==> src/rtl/uart_tx_arbiter_if.sv <==
// Requester / transmitter side bundle of the UART TX round-robin arbiter.
interface uart_tx_arbiter_if #(
    parameter int unsigned N_REQ      = 4,
    parameter int unsigned DATA_WIDTH = 8
);
    localparam int unsigned ID_W = (N_REQ > 1) ? $clog2(N_REQ) : 1;

    logic [N_REQ-1:0]            req;
    logic [N_REQ*DATA_WIDTH-1:0] req_data;
    logic [N_REQ-1:0]            gnt;
    logic [DATA_WIDTH-1:0]       tx_data;
    logic                        tx_valid;
    logic                        tx_busy;
    logic [ID_W-1:0]             active_id;
    logic                        arb_busy;
    logic                        err;

    // Arbiter view: consumes requests and transmitter busy, drives grants and the launch
    modport slave (
        input  req, req_data, tx_busy,
        output gnt, tx_data, tx_valid, active_id, arb_busy, err
    );

    // Environment view: requesters plus transmitter
    modport master (
        output req, req_data, tx_busy,
        input  gnt, tx_data, tx_valid, active_id, arb_busy, err
    );
endinterface

==> src/rtl/uart_tx_arbiter.sv <==
// Round-robin scheduler sharing one UART transmitter between N_REQ byte requesters,
// with launch watchdog and programmable inter-frame idle gap.
module uart_tx_arbiter #(
    parameter int unsigned N_REQ       = 4,
    parameter int unsigned DATA_WIDTH  = 8,
    parameter int unsigned GAP_CYCLES  = 2,
    parameter int unsigned WDOG_CYCLES = 4
) (
    input  logic              clk,
    input  logic              rst,
    uart_tx_arbiter_if.slave  bus
);
    localparam int unsigned ID_W  = (N_REQ > 1) ? $clog2(N_REQ) : 1;
    localparam int unsigned CNT_W = 4;

    typedef enum logic [2:0] {
        S_IDLE,
        S_LAUNCH,
        S_WAIT_BUSY,
        S_WAIT_DONE,
        S_GAP
    } state_t;

    state_t                state_q, state_d;
    logic [ID_W-1:0]       ptr_q, ptr_d;
    logic [ID_W-1:0]       id_q, id_d;
    logic [CNT_W-1:0]      wdog_q, wdog_d;
    logic [CNT_W-1:0]      gap_q, gap_d;
    logic [N_REQ-1:0]      gnt_q, gnt_d;
    logic [DATA_WIDTH-1:0] data_q, data_d;
    logic                  valid_q, valid_d;
    logic                  busy_q, busy_d;
    logic                  err_q, err_d;

    logic                  found_c;
    logic [ID_W-1:0]       sel_c;
    logic [DATA_WIDTH-1:0] bytes_c [N_REQ];

    // Split the flat request data bus into per-requester bytes
    for (genvar i = 0; i < N_REQ; i++) begin : g_bytes
        assign bytes_c[i] = bus.req_data[i*DATA_WIDTH +: DATA_WIDTH];
    end

    // First pending requester at or above the pointer, wrapping around
    always_comb begin
        int unsigned j;
        found_c = 1'b0;
        sel_c   = '0;
        j       = 0;
        for (int unsigned k = 0; k < N_REQ; k++) begin
            j = 32'(ptr_q) + k;
            if (j >= N_REQ) begin
                j = j - N_REQ;
            end
            if (!found_c && bus.req[ID_W'(j)]) begin
                found_c = 1'b1;
                sel_c   = ID_W'(j);
            end
        end
    end

    // Next-state and registered-output logic
    always_comb begin
        state_d = state_q;
        ptr_d   = ptr_q;
        id_d    = id_q;
        data_d  = data_q;
        wdog_d  = wdog_q;
        gap_d   = gap_q;
        gnt_d   = '0;
        valid_d = 1'b0;
        err_d   = 1'b0;

        case (state_q)
            S_IDLE: begin
                if (found_c) begin
                    data_d  = bytes_c[sel_c];
                    id_d    = sel_c;
                    gnt_d   = N_REQ'(1) << sel_c;
                    valid_d = 1'b1;
                    ptr_d   = (sel_c == ID_W'(N_REQ - 1)) ? '0 : sel_c + ID_W'(1);
                    state_d = S_LAUNCH;
                end
            end
            S_LAUNCH: begin
                wdog_d  = '0;
                state_d = S_WAIT_BUSY;
            end
            S_WAIT_BUSY: begin
                if (bus.tx_busy) begin
                    state_d = S_WAIT_DONE;
                end else begin
                    wdog_d = wdog_q + CNT_W'(1);
                    // Transmitter never acknowledged: drop the frame, no retry
                    if ((wdog_q + CNT_W'(1)) == CNT_W'(WDOG_CYCLES)) begin
                        err_d   = 1'b1;
                        gap_d   = CNT_W'(GAP_CYCLES);
                        state_d = S_GAP;
                    end
                end
            end
            S_WAIT_DONE: begin
                if (!bus.tx_busy) begin
                    if (GAP_CYCLES == 0) begin
                        state_d = S_IDLE;
                    end else begin
                        gap_d   = CNT_W'(GAP_CYCLES);
                        state_d = S_GAP;
                    end
                end
            end
            S_GAP: begin
                if (gap_q <= CNT_W'(1)) begin
                    gap_d   = '0;
                    state_d = S_IDLE;
                end else begin
                    gap_d = gap_q - CNT_W'(1);
                end
            end
            default: begin
                state_d = S_IDLE;
            end
        endcase

        busy_d = (state_d != S_IDLE);
    end

    // State, pointer, counters and output registers
    always_ff @(posedge clk or posedge rst) begin
        if (rst) begin
            state_q <= S_IDLE;
            ptr_q   <= '0;
            id_q    <= '0;
            data_q  <= '0;
            wdog_q  <= '0;
            gap_q   <= '0;
            gnt_q   <= '0;
            valid_q <= 1'b0;
            busy_q  <= 1'b0;
            err_q   <= 1'b0;
        end else begin
            state_q <= state_d;
            ptr_q   <= ptr_d;
            id_q    <= id_d;
            data_q  <= data_d;
            wdog_q  <= wdog_d;
            gap_q   <= gap_d;
            gnt_q   <= gnt_d;
            valid_q <= valid_d;
            busy_q  <= busy_d;
            err_q   <= err_d;
        end
    end

    assign bus.gnt       = gnt_q;
    assign bus.tx_data   = data_q;
    assign bus.tx_valid  = valid_q;
    assign bus.active_id = id_q;
    assign bus.arb_busy  = busy_q;
    assign bus.err       = err_q;

endmodule

==> src/flat_wrapper.sv <==
// flat-port wrapper written by rule: the top's interface ports become plain ports
module uart_tx_arbiter_flat 
#(
    parameter int unsigned N_REQ       = 4,
    parameter int unsigned DATA_WIDTH  = 8,
    parameter int unsigned GAP_CYCLES  = 2,
    parameter int unsigned WDOG_CYCLES = 4
)
  (clk, rst, bus_req, bus_req_data, bus_tx_busy, bus_gnt, bus_tx_data, bus_tx_valid, bus_active_id, bus_arb_busy, bus_err);
  uart_tx_arbiter_if #(.N_REQ(N_REQ), .DATA_WIDTH(DATA_WIDTH)) bus_i ();
  input  logic clk;
  input  logic rst;
  input wire logic [$bits(bus_i.req)-1:0] bus_req;
  input wire logic [$bits(bus_i.req_data)-1:0] bus_req_data;
  input wire logic [$bits(bus_i.tx_busy)-1:0] bus_tx_busy;
  output wire logic [$bits(bus_i.gnt)-1:0] bus_gnt;
  output wire logic [$bits(bus_i.tx_data)-1:0] bus_tx_data;
  output wire logic [$bits(bus_i.tx_valid)-1:0] bus_tx_valid;
  output wire logic [$bits(bus_i.active_id)-1:0] bus_active_id;
  output wire logic [$bits(bus_i.arb_busy)-1:0] bus_arb_busy;
  output wire logic [$bits(bus_i.err)-1:0] bus_err;
  assign bus_i.req = bus_req;
  assign bus_i.req_data = bus_req_data;
  assign bus_i.tx_busy = bus_tx_busy;
  assign bus_gnt = bus_i.gnt;
  assign bus_tx_data = bus_i.tx_data;
  assign bus_tx_valid = bus_i.tx_valid;
  assign bus_active_id = bus_i.active_id;
  assign bus_arb_busy = bus_i.arb_busy;
  assign bus_err = bus_i.err;
  uart_tx_arbiter #(.N_REQ(N_REQ), .DATA_WIDTH(DATA_WIDTH), .GAP_CYCLES(GAP_CYCLES), .WDOG_CYCLES(WDOG_CYCLES)) u_core (.clk(clk), .rst(rst), .bus(bus_i));
endmodule
==> config.mk <==
export PLATFORM = sky130hd
export DESIGN_NAME = uart_tx_arbiter_flat
export DESIGN_NICKNAME = d
export VERILOG_FILES = /design/src/rtl/uart_tx_arbiter_if.sv /design/src/rtl/uart_tx_arbiter.sv /design/src/flat_wrapper.sv
export SDC_FILE = /design/constraint.sdc
export NUM_CORES = 1
export LEC_CHECK = 0
export CAP_MARGIN = 20
export CORE_UTILIZATION = 47
export CTS_BUF_LIST = sky130_fd_sc_hd__clkbuf_2 sky130_fd_sc_hd__clkbuf_4 sky130_fd_sc_hd__clkbuf_8
export DETAILED_ROUTE_END_ITERATION = 12
export DONT_BUFFER_PORTS = 1
export GPL_TIMING_DRIVEN = 0
export PLACE_DENSITY_LB_ADDON = 0.08
export SYNTH_ARGS = -nofsm -noshare
export SYNTH_HDL_FRONTEND = slang
export SYNTH_SLANG_ARGS = --single-unit
==> constraint.sdc <==
create_clock -name clk -period 4.4 [get_ports clk]
set_input_delay 1.1 -clock clk [delete_from_list [all_inputs] [get_ports clk]]
set_output_delay 1.1 -clock clk [all_outputs]
set_load 0.05 [all_outputs]
=== After elaboration in Yosys (flattened, before gate mapping) ===
Cells that the tools add are included.

* $add $sub $neg: 10
* Order comparisons: 10
* Equal/unequal tests: 9
* Shift-type cells: 1
* Multiplexer cells: 44
* Bitwise logic cells: 1
* Reductions and logical operators: 13

{| class="wikitable"
|+ Operators with widths
! kind !! number
|-
| 4-bit two-way mux || 7
|-
| 2-bit two-way mux || 9
|-
| 8-bit binary-select mux with 2-bit select || 1
|-
| 8-bit two-way mux || 2
|-
| 3-bit two-way mux || 5
|-
| 3-bit case mux with 5 select lines || 1
|-
| 1-bit two-way mux || 13
|-
| 3-bit >= comparator, second input constant || 4
|-
| 2-bit by 3-bit < comparator with 1-bit output, second input constant || 4
|-
| 4-bit case mux with 3 select lines || 1
|-
| 1-bit binary-select mux with 2-bit select || 4
|-
| 4-bit case mux with 2 select lines || 1
|-
| 2-bit by 1-bit subtractor with 2-bit output, second input constant || 4
|-
| 2-bit by 2-bit adder with 3-bit output, second input constant || 2
|-
| 3-bit by 2-bit equality test with 1-bit output, second input constant || 2
|-
| 3-bit nonzero test || 2
|-
| 4-bit by 1-bit adder with 4-bit output, second input constant || 1
|-
| 4-bit by 3-bit equality test with 1-bit output, second input constant || 1
|-
| 4-bit by 1-bit less-or-equal comparator with 1-bit output, second input constant || 1
|-
| 2-bit != test, second input constant || 2
|-
| 2-bit AND reduction || 2
|-
| 4-bit AND reduction || 1
|-
| 1-bit by 2-bit left shift with 4-bit output, first input constant || 1
|-
| 4-bit by 1-bit subtractor with 4-bit output, second input constant || 1
|-
| 12 further kinds || 16
|}

* Flip-flop bits (word level): 30

=== Logic depth before layout (Yosys ltp) ===
* Depth after elaboration: 18
* Depth in mapped cells: 8

=== Worst setup path after synthesis ===
No wires, ideal clock.

* Kind: input to register
* Start: in bus_req[2]
* End: reg u_core.ptr_q[0]
* Arrival: 2325 ps
* Slack: 1979 ps
* Stages: 8
* Cell sequence: nor2b_1 > a21boi_1 > o32ai_2 > buf_6 > buf_12 > inv_1 > ha_1 > o31ai_1

* Cells in the longest elaborated chain, start to end: 14
* Elaborated cells between the ends (all ways): 26
* Those cells by class: add/sub (1); eq/ne (1); mux (17); reduce/logical (7)

{| class="wikitable"
|+ RTL lines
! what !! RTL line !! text
|-
| from (decl) || flat_wrapper.sv:13 || <nowiki>input wire logic [$bits(bus_i.req)-1:0] bus_req;</nowiki>
|-
| 1-bit binary-select mux with 2-bit select || uart_tx_arbiter.sv:55 || <nowiki>if (!found_c && bus.req[ID_W'(j)]) begin</nowiki>
|-
| 1-bit two-way mux (not written as such) || uart_tx_arbiter.sv:55 ||
|-
| 1-bit two-way mux || uart_tx_arbiter.sv:55 ||
|-
| 1-bit zero test || uart_tx_arbiter.sv:55 ||
|-
| 1-bit logical AND || uart_tx_arbiter.sv:55 ||
|-
| 1-bit two-way mux || uart_tx_arbiter.sv:55 ||
|-
| 1-bit zero test || uart_tx_arbiter.sv:55 ||
|-
| 1-bit logical AND || uart_tx_arbiter.sv:55 ||
|-
| 1-bit two-way mux || uart_tx_arbiter.sv:55 ||
|-
| 1-bit zero test || uart_tx_arbiter.sv:55 ||
|-
| 1-bit logical AND || uart_tx_arbiter.sv:55 ||
|-
| 2-bit two-way mux * || uart_tx_arbiter.sv:55 ||
|-
| named net u_core.sel_c[1] || uart_tx_arbiter.sv:36 || <nowiki>logic [ID_W-1:0] sel_c;</nowiki>
|-
| 2-bit equality test * || uart_tx_arbiter.sv:81 || <nowiki>ptr_d = (sel_c == ID_W'(N_REQ - 1)) ? '0 : sel_c + ID_W'(1);</nowiki>
|-
| 2-bit two-way mux * || uart_tx_arbiter.sv:81 ||
|-
| to (signal assigned) || uart_tx_arbiter.sv:143 || <nowiki>ptr_q <= ptr_d;</nowiki>
|-
| to (decl) || uart_tx_arbiter.sv:25 || <nowiki>logic [ID_W-1:0] ptr_q, ptr_d;</nowiki>
|}

Mark *: on every way through the listed nets, which the timed path passes. The rest lies on a longest branch. The select of a mux whose other input is x is not followed.
A chain may end at the register's enable or synchronous reset.

=== Worst setup path in the final report ===
Ends and elaborated chain as after synthesis.

==> summary.txt <==
Final layout
  – Layout area overhead: 8.34%
  – Antenna cell count: 0
  – Fill count: 310
  – Post-layout net count: 208
  – Fraction of layout cells with a size suffix above 1: 13.0%

Power and ir drop
  – P_leak: 0.000878 µW
  – Pwr Total: 1340 µW
  – Switching share of power: 48.8%
  – Power share of the clock group: 11.9%
  – Highest ir drop seen on vdd: 0.000352 V
  – Power per Cell Area: 754 nW/µm²
  – P_int: 684 µW
  – Comb pwr share: 38.2%
  – Sw Pwr: 652 µW
  – Sequential power share: 49.8%

Hold path
  – Hold Crit Class: flop to flop
  – Worst Hold Path EP: u_core.ptr_q[0]
  – Hold Path Depth: 2
  – Hold Startpoint: u_core.ptr_q[0]

Yosys
  – Share of synthesized flip-flops with an asynchronous set or reset: 100%
  – Main combinational cell family by area after synthesis: simple AND/OR/NAND/NOR gates
  – Area leader, netlist: dfrtp_1
  – Most common cell in the netlist: dfrtp_1
  – Synth area leaders: dfrtp_1 46%, mux2i_1 10%, ha_1 5.4%, o221ai_1 4.8%, nand2_1 4.6%
  – Xor/xnor cell area share of the yosys netlist: 0.536%
  – Cell variety after synth: 39
  – Post-Synthesis Cell Area: 1640 µm²
  – Post-Synth Simple-Gate Area: 15.9%
  – Sequential element share of the synthesized area: 45.9%
  – Cells after Synth: 154
  – Top FF cell, synth: dfrtp_1
  – Mapped Nets: 200
  – Synth Area in Compound Gates: 15.8%
  – Count of flip-flops with a built-in enable after synthesis: 0
  – Post-synth top area share: 45.9%
  – Synth top cells by count: 30 x dfrtp_1, 20 x nand2_1, 17 x mux2i_1, 10 x o21ai_0, 9 x o221ai_1
  – Adder-Cell Fraction of Synth Area: 5.36%
  – Synth warnings: 0
  – Mux cell area share after synthesis: 11.1%
  – Post-synthesis register bit count: 30
  – Mean area per synthesized cell: 10.6 µm²

Run
  – Max cap viols: 0

Place
  – Port Buffers: 0
  – Final HPWL DP: 2.41 mm
  – Gpl congestion: 0.768
  – Place WS: 1.84 ns

Setup path
  – Startpoint Class: input port
  – R2R cell count: 6
  – CP max stage cell: o31ai_1
  – CP max stage delay: 0.24 ns
  – Setup slack, reg-to-reg: 2.59 ns
  – WP data arrival: 2.45 ns
  – Crit path kind: input port to flop
  – Crit-path max FO: 11
  – Worst reg2reg endpoint: u_core.gap_q[2]
  – WP data required: 4.64 ns
  – CP endpoint kind: flop
  – Critical R2R Launch: u_core.wdog_q[0]
  – Critical Path, Cell by Cell: nor2b_1 -> a21boi_1 -> o32ai_2 -> buf_6 -> buf_12 -> inv_1 -> ha_1 -> o31ai_1

Global routing
  – First-pass GRT wire length: 5.06 mm
  – Vias in the first global route: 1154
  – Gr ovfl total: 0
  – Initial antenna violation count: 0
  – Total global-route track usage: 19.2%
  – Largest net degree at the start of global routing: 24

Clocking
  – Reg clk slew, reported paths: 0.09 ns
  – Clock Path Buffers: 2
  – H-tree Lvls: 2
  – Number of buffers created by CTS: 5
  – Count of cells resized by post-cts repair: 0
  – Clk_lat worst skew: 0.32 ns
  – CTS tree: done
  – Post-CTS Setup Repair Bufs: 0
  – Clock Sinks: 30
  – Hold_buf cts: 0
  – Root Driver: clkbuf_4

STA
  – RSZ-0062 raised after global routing: no
  – Fin. Hold Viols: 0
  – Skew final: 0.0117 ns
  – Max Clk Rate: 0.451 GHz
  – Final min period: 2.22 ns
  – Tcrit/Tclk final: 50.4%
  – Worst Tran Pin Value: 0.483 ns
  – Max_slew headroom: 67.4%
  – Setup TNS Final: 0 ns
  – Final Setup Violations: 0
  – Final hold slack: 0.536 ns
  – Final setup margin: 2.18 ns
  – Slew Limit Fails: 0

Die
  – Die X: 61.0 µm
  – Die H: 61.0 µm
  – Die area: 3720 µm²
  – Std-Cell Rows: 21
  – Core area: 3340 µm²
  – Initial core utilization: 49.0%
  – # IOs: 56

Drt
  – Post-route ant nets: 0
  – Wirelength, routed: 3.20 mm
  – Vias: 1178
  – 1st-pass router iterations: 4
  – Routed len/inst: 15.4 µm
  – Vias per cell: 5.69
  – Initial drt markers: 17
  – DRC violations left: 0

Run status
  – Outcome: completed
[cell usage in the layout, fill, tap and decap left out, types with 2 or more instances in the layout]
cell and count:
nand2_1 20, a21oi_1 3, buf_4 3, mux2i_1 17, nor2_1 4, clkbuf_4 5, nor3_1 5, o21ai_0 10
nor2b_1 4, o221ai_1 9, dfrtp_1 30, a22o_1 5, inv_1 6, ha_1 7, nor3b_1 2, and2_1 5
[power groups by stage]
stage	sequential, µW	clock, µW	combinational (µW)
6_report	666	159	511
5_1_grt	678	176	576
4_1_cts	667	165	518
3_5_place_dp	672	0	516
3_3_place_gp	669	0	492
2_1_floorplan	653	0	423
[through the flow]
step | utilization, % | area (µm²) | std cells
after global routing | 53.1 | 1770 | 207
after CTS | 53.1 | 1770 | 207
after global placement | 50.7 | 1690 | 200
final | 53.1 | 1770 | 207
after detailed placement | 51.6 | 1720 | 201
after floorplan | - | 1640 | 154
[critical path: cells and delay by family]
kind	cells	cell delay, ns
AO/OA/AOI/OAI	3	0.59
adder cells (fa/ha/maj)	1	0.20
buffers and inverters	3	0.43
AND/OR/NAND/NOR	1	0.12
[worst max path at each step]
stage	cells past startpoint	end	startpoint
finish	8	u_core.ptr_q[0]	bus_req[2]
global route	8	u_core.ptr_q[0]	bus_req[2]
CTS	8	u_core.ptr_q[1]	bus_req[2]
detailed placement	8	u_core.ptr_q[0]	bus_req[2]
global placement	8	u_core.ptr_q[0]	bus_req[2]
floorplan	8	u_core.ptr_q[0]	bus_req[2]
[logic make-up (layout without fill, tap and decap cells)]
| family | Yosys count | count (layout) |
|---|---|---|
| simple gates | 49 | 49 |
| compound gates | 35 | 35 |
| flops | 30 | 30 |
| mux | 18 | 18 |
| buf+inv | 14 | 21 |
| fa+ha+maj | 7 | 7 |
| xor+xnor | 1 | 1 |
[layer usage]
layer  vias up  GRT usage [%]  part of all wire [%]
met5         -              0                     0
met4         0           9.42                   2.0
met3         6           6.82                   5.6
met2        45           33.3                    52
met1       562           20.9                    40
li1        565              -                     -
[final cells by class]
type	instances	area, µm²	area share (%)
well taps	46	57.6	3.25
inverters	7	26.3	1.48
flip-flops and latches	30	751	42.4
multi-input cells	110	796	44.9
plain buffers	7	62.6	3.53
clock buffers	6	51.3	2.90
repair buffers	1	27.5	1.55
[registers in the layout (all words and copies together) (netlist names)]
register	count
u_core.bus.gnt	4
u_core.bus.err	1
u_core.bus.tx_data	8
u_core.wdog_q	4
u_core.bus.tx_valid	1
u_core.bus.arb_busy	1
u_core.bus.active_id	2
u_core.ptr_q	2
u_core.gap_q	4
u_core.state_q	3
Power figures use the tool's default switching activity.
